**src/rtl/vdp_sprite_line_scheduler_pkg.sv**
```systemverilog
// Shared VDP sprite-scheduler definitions: state encoding, hit-list geometry and
// the default active-line count.
package vdp_sprite_line_scheduler_pkg;

    localparam int unsigned ACTIVE_LINES_DEFAULT   = 240;
    localparam int unsigned HIT_LIST_DEPTH_DEFAULT = 256;
    // {bank, index[7:0]}
    localparam int unsigned HIT_ADDR_W             = 9;

    typedef enum logic [1:0] {
        StIdle     = 2'd0,
        StRestart  = 2'd1,
        StEvaluate = 2'd2,
        StDone     = 2'd3
    } sched_state_e;

endpackage

```
**src/rtl/vdp_sprite_line_scheduler.sv**
```systemverilog
// Sprite line scheduler: restarts the Y-collision evaluator at each line start,
// routes its hit-list writes into the back bank of a ping-pong RAM and swaps banks
// once a list is complete so the renderer always reads a finished list.
//
// Ports:
//   clk, reset_n          clock, asynchronous active-low reset
//   line_start, line_y    one-cycle line pulse and the line to evaluate next
//   eval_restart          evaluator restart, high whenever not evaluating
//   eval_render_y         line handed to the evaluator, stable while evaluating
//   eval_finished         evaluator completion flag
//   eval_write_en/index   evaluator hit-list write strobe and entry index
//   hitlist_wr_en/addr    registered hit-list RAM write port ({bank, index})
//   render_bank           bank the renderer reads
//   render_list_valid     render_bank holds a completed list for this line
//   overrun, overrun_clear sticky late-evaluation flag and its clear
module vdp_sprite_line_scheduler
    import vdp_sprite_line_scheduler_pkg::*;
#(
    parameter int unsigned ACTIVE_LINES   = ACTIVE_LINES_DEFAULT,
    parameter int unsigned HIT_LIST_DEPTH = HIT_LIST_DEPTH_DEFAULT
) (
    input  logic                  clk,
    input  logic                  reset_n,
    input  logic                  line_start,
    input  logic [8:0]            line_y,
    output logic                  eval_restart,
    output logic [8:0]            eval_render_y,
    input  logic                  eval_finished,
    input  logic                  eval_write_en,
    input  logic [8:0]            eval_index,
    output logic                  hitlist_wr_en,
    output logic [HIT_ADDR_W-1:0] hitlist_wr_addr,
    output logic                  render_bank,
    output logic                  render_list_valid,
    output logic                  overrun,
    input  logic                  overrun_clear
);

    sched_state_e state;
    logic         write_bank;
    logic         line_active;
    logic         list_complete;
    logic         write_ok;

    assign line_active   = 32'(line_y) < ACTIVE_LINES;
    // A finish arriving together with the line start still counts as a complete list.
    assign list_complete = (state == StDone) || (state == StEvaluate && eval_finished);
    assign write_ok      = eval_write_en && (state == StEvaluate || state == StDone) &&
                           (32'(eval_index) < HIT_LIST_DEPTH);

    always_ff @(posedge clk or negedge reset_n) begin
        if (!reset_n) begin
            state             <= StIdle;
            eval_restart      <= 1'b1;
            eval_render_y     <= '0;
            hitlist_wr_en     <= 1'b0;
            hitlist_wr_addr   <= '0;
            write_bank        <= 1'b0;
            render_bank       <= 1'b1;
            render_list_valid <= 1'b0;
            overrun           <= 1'b0;
        end else begin
            // Uses the pre-swap write_bank even on a swapping edge.
            hitlist_wr_en   <= write_ok;
            hitlist_wr_addr <= {write_bank, eval_index[7:0]};

            if (overrun_clear) begin
                overrun <= 1'b0;
            end

            if (line_start) begin
                if (list_complete) begin
                    render_bank       <= write_bank;
                    write_bank        <= ~write_bank;
                    render_list_valid <= 1'b1;
                end else if (state == StEvaluate) begin
                    // Partial list is dropped; the back bank is simply reused.
                    render_list_valid <= 1'b0;
                    overrun           <= 1'b1;
                end else begin
                    render_list_valid <= 1'b0;
                end

                eval_restart <= 1'b1;
                if (line_active) begin
                    state         <= StRestart;
                    eval_render_y <= line_y;
                end else begin
                    state <= StIdle;
                end
            end else begin
                unique case (state)
                    StIdle: begin
                        eval_restart <= 1'b1;
                    end
                    StRestart: begin
                        state        <= StEvaluate;
                        eval_restart <= 1'b0;
                    end
                    StEvaluate: begin
                        eval_restart <= 1'b0;
                        if (eval_finished) begin
                            state <= StDone;
                        end
                    end
                    StDone: begin
                        eval_restart <= 1'b0;
                    end
                    default: begin
                        state        <= StIdle;
                        eval_restart <= 1'b1;
                    end
                endcase
            end
        end
    end

endmodule

```
**config.mk**
```make
export PLATFORM = sky130hd
export DESIGN_NAME = vdp_sprite_line_scheduler
export DESIGN_NICKNAME = d
export VERILOG_FILES = /design/src/rtl/vdp_sprite_line_scheduler_pkg.sv /design/src/rtl/vdp_sprite_line_scheduler.sv
export SDC_FILE = /design/constraint.sdc
export NUM_CORES = 1
export LEC_CHECK = 0
export CAP_MARGIN = 20
export CORE_MARGIN = 3
export CORE_UTILIZATION = 34
export CTS_CLUSTER_DIAMETER = 60
export DETAILED_ROUTE_END_ITERATION = 10
export MAX_ROUTING_LAYER = met4
export PLACE_DENSITY_LB_ADDON = 0.3
export SYNTH_ARGS = -nofsm -noshare
export SYNTH_HDL_FRONTEND = slang
export SYNTH_SLANG_ARGS = --single-unit
```
**constraint.sdc**
```tcl
create_clock -name clk -period 1 [get_ports clk]
set_input_delay 0.1 -clock clk [delete_from_list [all_inputs] [get_ports clk]]
set_output_delay 0.1 -clock clk [all_outputs]
set_load 0.01 [all_outputs]
```
==> run metrics <==
FMAX 924 MHz; outcome complete, but fails checks; Sinks on Clock Net 26; endpoints failing hold 0; Worst-Skew Late Latency 0.31 ns; Port-buffer cells 46; reg-to-reg slack, setup -0.07 ns; Global Route Usage Sum 0.133; layout net count approximately 150; Vias/cell roughly 4.4; Synth Warn # 0; Place WS -0.539 ns; die area 0.00321 sq mm; Post-Syn Area 873 sq um; H-tree levels 1; fin util 0.640; Period minus WS final roughly 1.1 ns; core area about 0.0023 sq mm; Post-synth top cells 24 x dfrtp_1, 5 x mux2_2, 4 x nor2_1; PnR worst setup slack -0.0818 ns; Final ANT Viol Nets 0; RSZ-0062 raised after global routing true; critical path cell sequence buf_6; crit path max fanout 2; WL final around 2.0 mm; fin crit share 1.08; drt drc 0; WS Path Type flip-flop to primary output; Primary FF master, synth dfrtp_1; FF-to-FF End render_bank; fraction of layout cells with a size suffix above 1 0.458; CP Capture Type primary output; Worst Reg-to-Reg Cells 3; vias in the first global route 707; Hold Path Class input pin to async pin; Synth cell types 17; Antenna Diode Count 0; syn_nets 78; CP Data Arrival Time 0.98 ns; most numerous cell in the Yosys netlist dfrtp_1; CTS root buf clkbuf_4; GPL Wtd Cong 0.780; post-route cell area 0.00148 sq mm; pin count of the biggest net entering global routing 27; initial antenna violation count 0; Post-DP Area 0.00148 sq mm; Inserted Clock Buffers 3; global-route wire length before repair 3.21 mm; PwrDens ~1700 mW/mm^2; Slew headroom 0.794; IO Pins 47; CTS tree done; Die Span X about 57 microns; Post-synth EDFFs 0; gr ovfl total 0; top area cells in the synthesized netlist dfrtp_1 69%, mux2_2 6.4%, dfstp_2 6.0%; endpoints failing setup 4; wire per inst approximately 13 microns; total number of vias 649; post-synthesis cell count 54; Largest delay share family, worst path flip-flops; asr flop ratio synth 1.00; Worst path max stage delay 0.57 ns; 1st-iter DRT viols 3; Avg Inst Size Synth 16.2 sq um; Clock Pin Slew Worst Setup and Hold Paths 0.14 ns; worst-margin pin slew roughly 0.31 ns; synthesis-to-layout area growth 69.9%; Worst path slowest cell dfstp_2; Critical path buffers and inverters 1; Max Buffers Root-to-Sink 2; max-cap violations 0; sequential cell area fraction in the yosys report 0.748; Worst Path Required 0.90 ns; Pre-antenna DRT Iters 2; startpoint types flip-flop; Leakage 0.723 nW; FF-to-FF Start state[0]; Max rail drop VDD 1.31 mV; Initial Util 0.377; FF+latch count, synth 26; violated checks setup timing; cell taking the most area after synthesis dfrtp_1; final worst clock skew around 0.00077 ns; top cell type's share of synthesized area 0.688; Site Rows 17; final max-slew violation count 0; hold_ws around 0.12 ns; Die H 56.7 microns
metal layers:
metal | share of wire | track usage | vias up
met1 | 0.43 | 0.167 | 303
met2 | 0.49 | 0.211 | 32
met3 | 0.078 | 0.0322 | 0
met4 | 0 | 0.0407 | 0
li1 | - | - | 314
met5 | 0 | - | -
stage by stage:
| stage | cells | TNS, ns | power, mW |
|---|---|---|---|
| floorplan | 54 | -0.0155 | 1.49 |
| global placement | 138 | -5.60 | 1.91 |
| detailed placement | 138 | -5.95 | 1.93 |
| CTS | 145 | -0.276 | 2.56 |
| global route | 148 | -0.436 | 2.71 |
| finish | 148 | -0.252 | 2.59 |
where the power goes:
part | switching, mW | total (mW) | internal, mW
sequential | 0.0872 | 1.30 | 1.21
clock | 0.312 | 0.717 | 0.405
combinational | 0.217 | 0.575 | 0.358
placed cells by master, fill, tap and decap left out, types with 2 or more instances in the layout:
cell type,instances
buf_6,3
o22a_1,3
clkdlybuf4s50_1,17
nor2_1,3
clkbuf_4,3
o21ai_0,2
mux2_4,5
buf_4,14
dlygate4sd2_1,6
nand2_1,2
inv_1,3
buf_2,21
dfstp_2,2
dfrtp_1,24
layout make-up:
cell class / instances / area [sq um]
clock inverter: 1 / 30.0
inverter: 3 / 11.3
timing repair buffer: 62 / 487
tap: 28 / 35.0
clock buffer: 3 / 22.5
sequential: 26 / 653
multi-input combinational: 25 / 245
fill: 195 / 835
state kept, by name, summed over array words and instances (netlist names):
register / count
eval_render_y: 9
hitlist_wr_en: 1
state: 2
write_bank: 1
overrun: 1
render_list_valid: 1
hitlist_wr_addr: 9
eval_restart: 1
render_bank: 1
what timing repair did:
item,in CTS,in global routing
endpoints found under the setup margin,33,9
pin swaps,2,2
hold buffers,0,0
setup buffers,3,3
resized for setup,101,4
cloned,0,0
cells by family after synthesis:
kind of cell           after synthesis  synth area share
XOR/XNOR                             1            0.0100
flip-flops                          26             0.748
AO/OA/AOI/OAI                        8            0.0946
multiplexers                         6            0.0774
buffers and inverters                3            0.0129
AND/OR/NAND/NOR                     10            0.0573
how the worst max path moves through the flow:
stage / from / endpoint / slack [ns] / cells past startpoint
2_1_floorplan: state[0] / render_bank / -0.02 / 3
3_3_place_gp: line_start / eval_render_y[0] / -0.50 / 4
3_5_place_dp: line_start / eval_render_y[3] / -0.54 / 4
4_1_cts: render_bank / render_bank / -0.08 / 1
5_1_grt: render_bank / render_bank / -0.12 / 1
6_report: render_bank / render_bank / -0.08 / 1
Power figures use the tool's default switching activity.
